### config.mk
export PLATFORM = sky130hd
export DESIGN_NAME = gpr_file
export DESIGN_NICKNAME = d
export VERILOG_FILES = /design/src/rtl/gpr_file.sv
export SDC_FILE = /design/constraint.sdc
export NUM_CORES = 1
export LEC_CHECK = 0
export ABC_AREA = 1
export CAP_MARGIN = 20
export CELL_PAD_IN_SITES_DETAIL_PLACEMENT = 1
export CELL_PAD_IN_SITES_GLOBAL_PLACEMENT = 1
export CORE_MARGIN = 1
export CORE_UTILIZATION = 45
export CTS_CLUSTER_SIZE = 25
export DETAILED_ROUTE_END_ITERATION = 8
export HOLD_SLACK_MARGIN = 0.15
export PLACE_DENSITY_LB_ADDON = 0.1
export SLEW_MARGIN = 20
export SYNTH_ARGS = -nofsm -noshare
export SYNTH_HDL_FRONTEND = slang
export SYNTH_SLANG_ARGS = --single-unit
### constraint.sdc
create_clock -name clk -period 4.8 [get_ports clk]
set_input_delay 1.44 -clock clk [delete_from_list [all_inputs] [get_ports clk]]
set_output_delay 1.44 -clock clk [all_outputs]
set_load 0.03 [all_outputs]
### src/rtl/gpr_file.sv
// gpr_file: parametrised register file with two prioritised write ports,
// optional write-to-read bypass and an inc/dec pointer register pair.
// Ports: clk/rst (sync, active-high); wa_* ALU write port; wb_* load write
// port (wins over A); ptr_op 01 inc / 10 dec; r_addr_a/b -> r_data_a/b;
// ptr_addr pointer value; ptr_wrap / wr_err one-cycle registered pulses.
module gpr_file #(
  parameter int DATA_W   = 8,
  parameter int ADDR_W   = 4,
  parameter int NUM_REGS = 16,
  parameter int PTR_REG  = 10,
  parameter int PTR_W    = 12,
  parameter int BYPASS   = 1
) (
  input  logic              clk,
  input  logic              rst,
  input  logic              wa_en,
  input  logic [ADDR_W-1:0] wa_addr,
  input  logic [DATA_W-1:0] wa_data,
  input  logic              wb_en,
  input  logic [ADDR_W-1:0] wb_addr,
  input  logic [DATA_W-1:0] wb_data,
  input  logic [1:0]        ptr_op,
  input  logic [ADDR_W-1:0] r_addr_a,
  input  logic [ADDR_W-1:0] r_addr_b,
  output logic [DATA_W-1:0] r_data_a,
  output logic [DATA_W-1:0] r_data_b,
  output logic [PTR_W-1:0]  ptr_addr,
  output logic              ptr_wrap,
  output logic              wr_err
);

  localparam int AW1 = ADDR_W + 1;
  localparam logic [ADDR_W:0]   NR = AW1'(NUM_REGS);
  localparam logic [ADDR_W-1:0] PL = ADDR_W'(PTR_REG);
  localparam logic [ADDR_W-1:0] PH = ADDR_W'(PTR_REG + 1);

  logic [DATA_W-1:0] regs [NUM_REGS];

  logic              wa_ok;
  logic              wb_ok;
  logic              ptr_hit;
  logic              op_inc;
  logic              op_dec;
  logic              ptr_go;
  logic [PTR_W-1:0]  p;
  logic [PTR_W-1:0]  p_next;
  logic [DATA_W-1:0] pn_lo;
  logic [DATA_W-1:0] pn_hi;
  logic              p_wrap;

  assign wa_ok = wa_en && ({1'b0, wa_addr} < NR);
  assign wb_ok = wb_en && ({1'b0, wb_addr} < NR);

  // A port write to either pointer byte cancels the pointer op.
  assign ptr_hit = (wa_ok && (wa_addr == PL || wa_addr == PH))
                || (wb_ok && (wb_addr == PL || wb_addr == PH));

  assign op_inc = (ptr_op == 2'b01);
  assign op_dec = (ptr_op == 2'b10);
  assign ptr_go = (op_inc || op_dec) && !ptr_hit;

  // Upper high-byte bits are masked off here.
  assign p        = PTR_W'({regs[PTR_REG+1], regs[PTR_REG]});
  assign ptr_addr = p;

  assign p_next = op_inc ? p + 1'b1 : p - 1'b1;
  assign p_wrap = op_inc ? (&p) : ~(|p);
  assign pn_lo  = p_next[DATA_W-1:0];
  assign pn_hi  = DATA_W'(p_next >> DATA_W);

  always_ff @(posedge clk) begin
    if (rst) begin
      for (int i = 0; i < NUM_REGS; i++) regs[i] <= '0;
      ptr_wrap <= 1'b0;
      wr_err   <= 1'b0;
    end else begin
      for (int i = 0; i < NUM_REGS; i++) begin
        if (wb_ok && wb_addr == ADDR_W'(i))
          regs[i] <= wb_data;
        else if (wa_ok && wa_addr == ADDR_W'(i))
          regs[i] <= wa_data;
        else if (ptr_go && i == PTR_REG)
          regs[i] <= pn_lo;
        else if (ptr_go && i == PTR_REG + 1)
          regs[i] <= pn_hi;
      end
      ptr_wrap <= ptr_go && p_wrap;
      wr_err   <= (wa_en && !wa_ok) || (wb_en && !wb_ok);
    end
  end

  // Port B is checked last so its data wins a double bypass match.
  always_comb begin
    r_data_a = '0;
    if ({1'b0, r_addr_a} < NR) r_data_a = regs[r_addr_a];
    if (BYPASS != 0) begin
      if (wa_ok && wa_addr == r_addr_a) r_data_a = wa_data;
      if (wb_ok && wb_addr == r_addr_a) r_data_a = wb_data;
    end
  end

  always_comb begin
    r_data_b = '0;
    if ({1'b0, r_addr_b} < NR) r_data_b = regs[r_addr_b];
    if (BYPASS != 0) begin
      if (wa_ok && wa_addr == r_addr_b) r_data_b = wa_data;
      if (wb_ok && wb_addr == r_addr_b) r_data_b = wb_data;
    end
  end

endmodule

==> Word level (Yosys, flattened, before mapping) <==
Memories as Yosys holds them, arrays and structs flattened.
Cells that the tools add are included.
{ "word_totals": {"reg_bits": 1, "ramBits": 128, "in_bits": 38, "output_inout_bits": 30, "wordCells": 287, "n_memories": 1} }
{ "mem_list": {"columns": ["name", "words", "word_bits", "read_ports", "rd_clocked_by_memory_dff", "write_ports", "line", "text"], "rows": [
  ["regs", 16, 8, 4, 0, 16, "37", "logic [DATA_W-1:0] regs [NUM_REGS];"]
]} }
{ "classes": {"n_addsub": 2, "n_eq_ne": 36, "n_mux": 163, "bitwise_logic": 35, "reduce_logical": 49} }
{ "ops": {"columns": ["operator", "count"], "rows": [
  ["8-bit two-way mux", 38],
  ["1-bit two-way mux", 124],
  ["4-bit equality test, second input constant", 16],
  ["1-bit logical AND", 40],
  ["1-bit OR", 34],
  ["4-bit by 3-bit equality test with 1-bit output, second input constant", 8],
  ["4-bit by 2-bit equality test with 1-bit output, second input constant", 4],
  ["4-bit equality test", 4],
  ["12-bit by 1-bit adder with 12-bit output, second input constant", 1],
  ["12-bit two-way mux", 1],
  ["12-bit AND reduction", 1],
  ["12-bit OR reduction", 1],
  ["12-bit by 1-bit subtractor with 12-bit output, second input constant", 1],
  ["4-bit by 1-bit equality test with 1-bit output, second input constant", 2],
  ["4-bit logical NOT", 2],
  ["1-bit logical OR", 4],
  ["2-bit by 1-bit equality test with 1-bit output, second input constant", 1],
  ["2-bit equality test, second input constant", 1],
  ["1-bit logical NOT", 1],
  ["1-bit inverter", 1]
]} }

==> Longest topological paths before layout <==
{ "logic_depth": {"depth_word": 12, "depth_mapped": 14, "depth_no_buf": 14} }

==> Worst setup path after synthesis <==
Ideal clock, no wire load.
{ "synth_path": {"path_kind": "input port to output port", "startpoint": "input r_addr_a[1]", "endpoint": "output r_data_a[6]", "arrival_ns": 2.785, "t_required_ns": 3.360, "path_slack_ns": 0.575, "path_stages": 9, "path_buffers": 2, "cell_sequence": "buf_2 inv_2 clkbuf_1 nand3_1 nand3_1 nand3_1 nand2_1 nand2_1 a21oi_1"} }
{ "synth_via": {"elab_chain_cells": 4, "word_cells_on_any_way": 7, "cone_classes": "eq/ne: 2; mux: 2; reduce/logical: 2; memory: 1"} }
{ "synth_rtl": {"columns": ["element", "line", "text"], "rows": [
  ["from (decl)", "23", "input logic [ADDR_W-1:0] r_addr_a,"],
  ["parallel branches: the longest is 3 deep, another holds memory 16 x 8 bit", null, null],
  ["8-bit two-way mux (*)", "98", "if (wb_ok && wb_addr == r_addr_a) r_data_a = wb_data;"],
  ["to (decl)", "25", "output logic [DATA_W-1:0] r_data_a,"]
]} }
Every way passes the cells marked *.

==> Worst setup path after layout <==
{ "layout_path": {"startpoint": "input r_addr_a[2]", "endpoint": "output r_data_a[3]"} }
The elaborated chain is that of the path after synthesis.

==> qor.csv <==
stage;metric;value;unit
detailed_routing;wire length per cell;26.4;um
pwr;P_leak;4.72;nW
detailed_routing;Routed WL;44.0;mm
clocking;clk slew on worst S/H paths;60;ps
worst_hold_path;HP Class;reg -> reg;
flow_run;# Max-Cap Violations;0;
finish;Area Growth Syn to Fin;15.8;%
global_routing;vias in the first global route;10200;
clocking;CTS Buf Count;17;
global_routing;GRT overflow;0;
global_routing;first-pass GRT wire length;64.9;mm
timing;TNS Setup;0;ps
clocking;hold buffers post-CTS;0;
finish;most frequent cells in the layout;nand2_1, nand3_1, inv_1;
detailed_routing;vias;10700;
finish;share of post-route cells with drive strength above 1;9.83;%
timing;RSZ-0062 raised after global routing;true;
clocking;Root Buffer;clkbuf_16;
global_routing;largest net degree at the start of global routing;67;
floorplanning;Die Ht;150;um
floorplanning;die width;150;um
timing;Worst-Margin Slew;845;ps
detailed_routing;vias per cell;6.41;
pwr;power per cell area;344;nW/um^2
timing;Slew HR;43.6;%
floorplanning;Initial Utilization;46.3;%
synthesis;Seq/Total Area, Yosys;39.3;%
timing;Clock Skews;6.99;ps
floorplanning;FP Rows;53;
clocking;H-tree Lvls;4;
detailed_routing;TritonRoute pass-1 iters;5;
timing;fin. max-slew vios;0;
setup_path;worst setup path category;in -> out;
timing;Hold Fails Final Rpt;0;
timing;final setup vio count;0;
clocking;Clock Tree Buf Depth;2;
detailed_routing;Iter 0 DRT Violations;1231;
setup_path;Req. time, crit path;3360;ps
pwr;Power, Total;0.00391;W
detailed_routing;Final ANT Viol Nets;0;
floorplanning;die area;22400;um^2
finish;most common cell after layout, fill and taps aside;nand2_1;
clocking;CTS tree;yes;
finish;# diodes;0;
timing;crit path time final;4780;ps
clocking;worst skew pair latency;430;ps
timing;period utilization;99.5;%
synthesis;Syn. warnings;0;
finish;Final #Nets;1432;
run_status;run status;completed;
placement;# port buffers;66;
clocking;Setup Buffers After CTS;0;
synthesis;cell count after synthesis;1337;
floorplanning;area of the core;21200;um^2
setup_path;crit path DAT;3340;ps
global_routing;initial antenna violation count;1;
timing;highest clock rate;209;MHz
synthesis;post-synth cell types;43;
timing;hold_ws;734;ps
setup_path;critical-path maximum fanout;11;
detailed_routing;drt drc;0;
synthesis;Synth Net Count;1389;
clocking;CTS Sinks;129;
placement;GPL Wtd Cong;1.03;
pwr;maximum VDD drop;0.000246;V
synthesis;flop and latch count out of synthesis;129;
placement;Detail Placement HPWL;32.4;mm
setup_path;Crit. End Element;output pin;
floorplanning;number of primary I/O pins;68;
synthesis;mapped cell area;9830;um^2
setup_path;CP Launch Type;input pin;
synthesis;Syn Area/Cell;7.35;um^2
global_routing;Total GRT Usage;40.2;%
==> layer usage <==
layer | global-route usage [%] | up-vias | wire length (um)
li1 | - | 4734 | -
met1 | 55.4 | 5246 | 18600
met2 | 60.0 | 611 | 19100
met3 | 9.48 | 105 | 4520
met4 | 17.4 | 2 | 1720
met5 | 0 | - | 54
==> per-stage QoR <==
| step | utilization (%) | worst slack (ps) | instance area (um^2) | std cells |
|---|---|---|---|---|
| floorplan | - | 575 | 9830 | 1337 |
| global placement | 50.6 | 50.8 | 10700 | 1636 |
| detailed placement | 50.6 | 56.4 | 10700 | 1636 |
| CTS | 53.5 | 45.0 | 11400 | 1668 |
| global route | 53.6 | -13.3 | 11400 | 1668 |
| finish | 53.6 | 21.8 | 11400 | 1668 |
==> where the power goes <==
part	leakage, nW	switching, W	internal, W
logic	3.16	0.000725	0.000329
registers	1.26	0.0000841	0.00135
clock network	0.302	0.000587	0.000833
==> critical path: stages <==
cell,delay [ps]
clkdlybuf4s50_1,520
inv_1,160
buf_4,260
nand3_1,240
nand3_1,270
nand3_1,140
nand2_1,90
nand2_1,50
buf_4,160
==> what timing repair did <==
action / CTS / global route
setup endpoints to repair: 0 / 9
endpoints found under the hold margin: 0 / 0
resized for setup: 0 / 4
==> state kept, by name, summed over array words and instances, names as in the netlist <==
name,flops
regs,128
ptr_wrap,1
==> synth_stat cells, drive strengths merged <==
cell / instances / share of area, %
o21bai: 2 / 0.15
nand2: 300 / 12
dfxtp: 1 / 0.20
conb: 1 / 0.038
nor2: 113 / 4.5
nand3: 196 / 10
clkbuf: 37 / 2.2
edfxtp: 128 / 39
clkinv: 9 / 0.36
nor3: 11 / 0.90
or2: 2 / 0.13
nor3b: 1 / 0.076
o22ai: 74 / 4.7
ha: 13 / 1.7
nor4: 3 / 0.19
o21ai: 94 / 4.9
a21oi: 62 / 3.3
nand3b: 4 / 0.34
inv: 145 / 5.5
o211ai: 72 / 5.5
xnor2: 2 / 0.18
nand4: 11 / 0.76
buf: 52 / 3.0
xor2: 2 / 0.18
fa: 1 / 0.20
a31oi: 1 / 0.064
==> path summary, 6_finish.rpt <==
kind	start	end	slack (ps)	cells after the start
hold reg to reg	regs[10][0]	ptr_wrap	730	3
setup / recovery	r_addr_a[2]	r_data_a[3]	20	9
hold / removal	regs[10][0]	ptr_wrap	730	3
setup reg to reg	regs[10][0]	regs[11][0]	2410	10
==> logic make-up after synthesis <==
logic type,share of synthesized area (%)
adder cells (fa/ha/maj),1.86
other,0.0382
flip-flops,39.3
XOR/XNOR,0.357
AND/OR/NAND/NOR,28.6
buffers and inverters,11.1
AO/OA/AOI/OAI,18.6
==> cell type report <==
type                       instances  area, um^2
clock buffer                      17         425
clock inverter                    15         193
fill                            2701        9850
inverter                         154         579
multi-input combinational        965        4890
sequential                       129        3860
tap                              275         344
timing repair buffer             113        1080
Note: power is estimated with default switching activity, not from simulation.
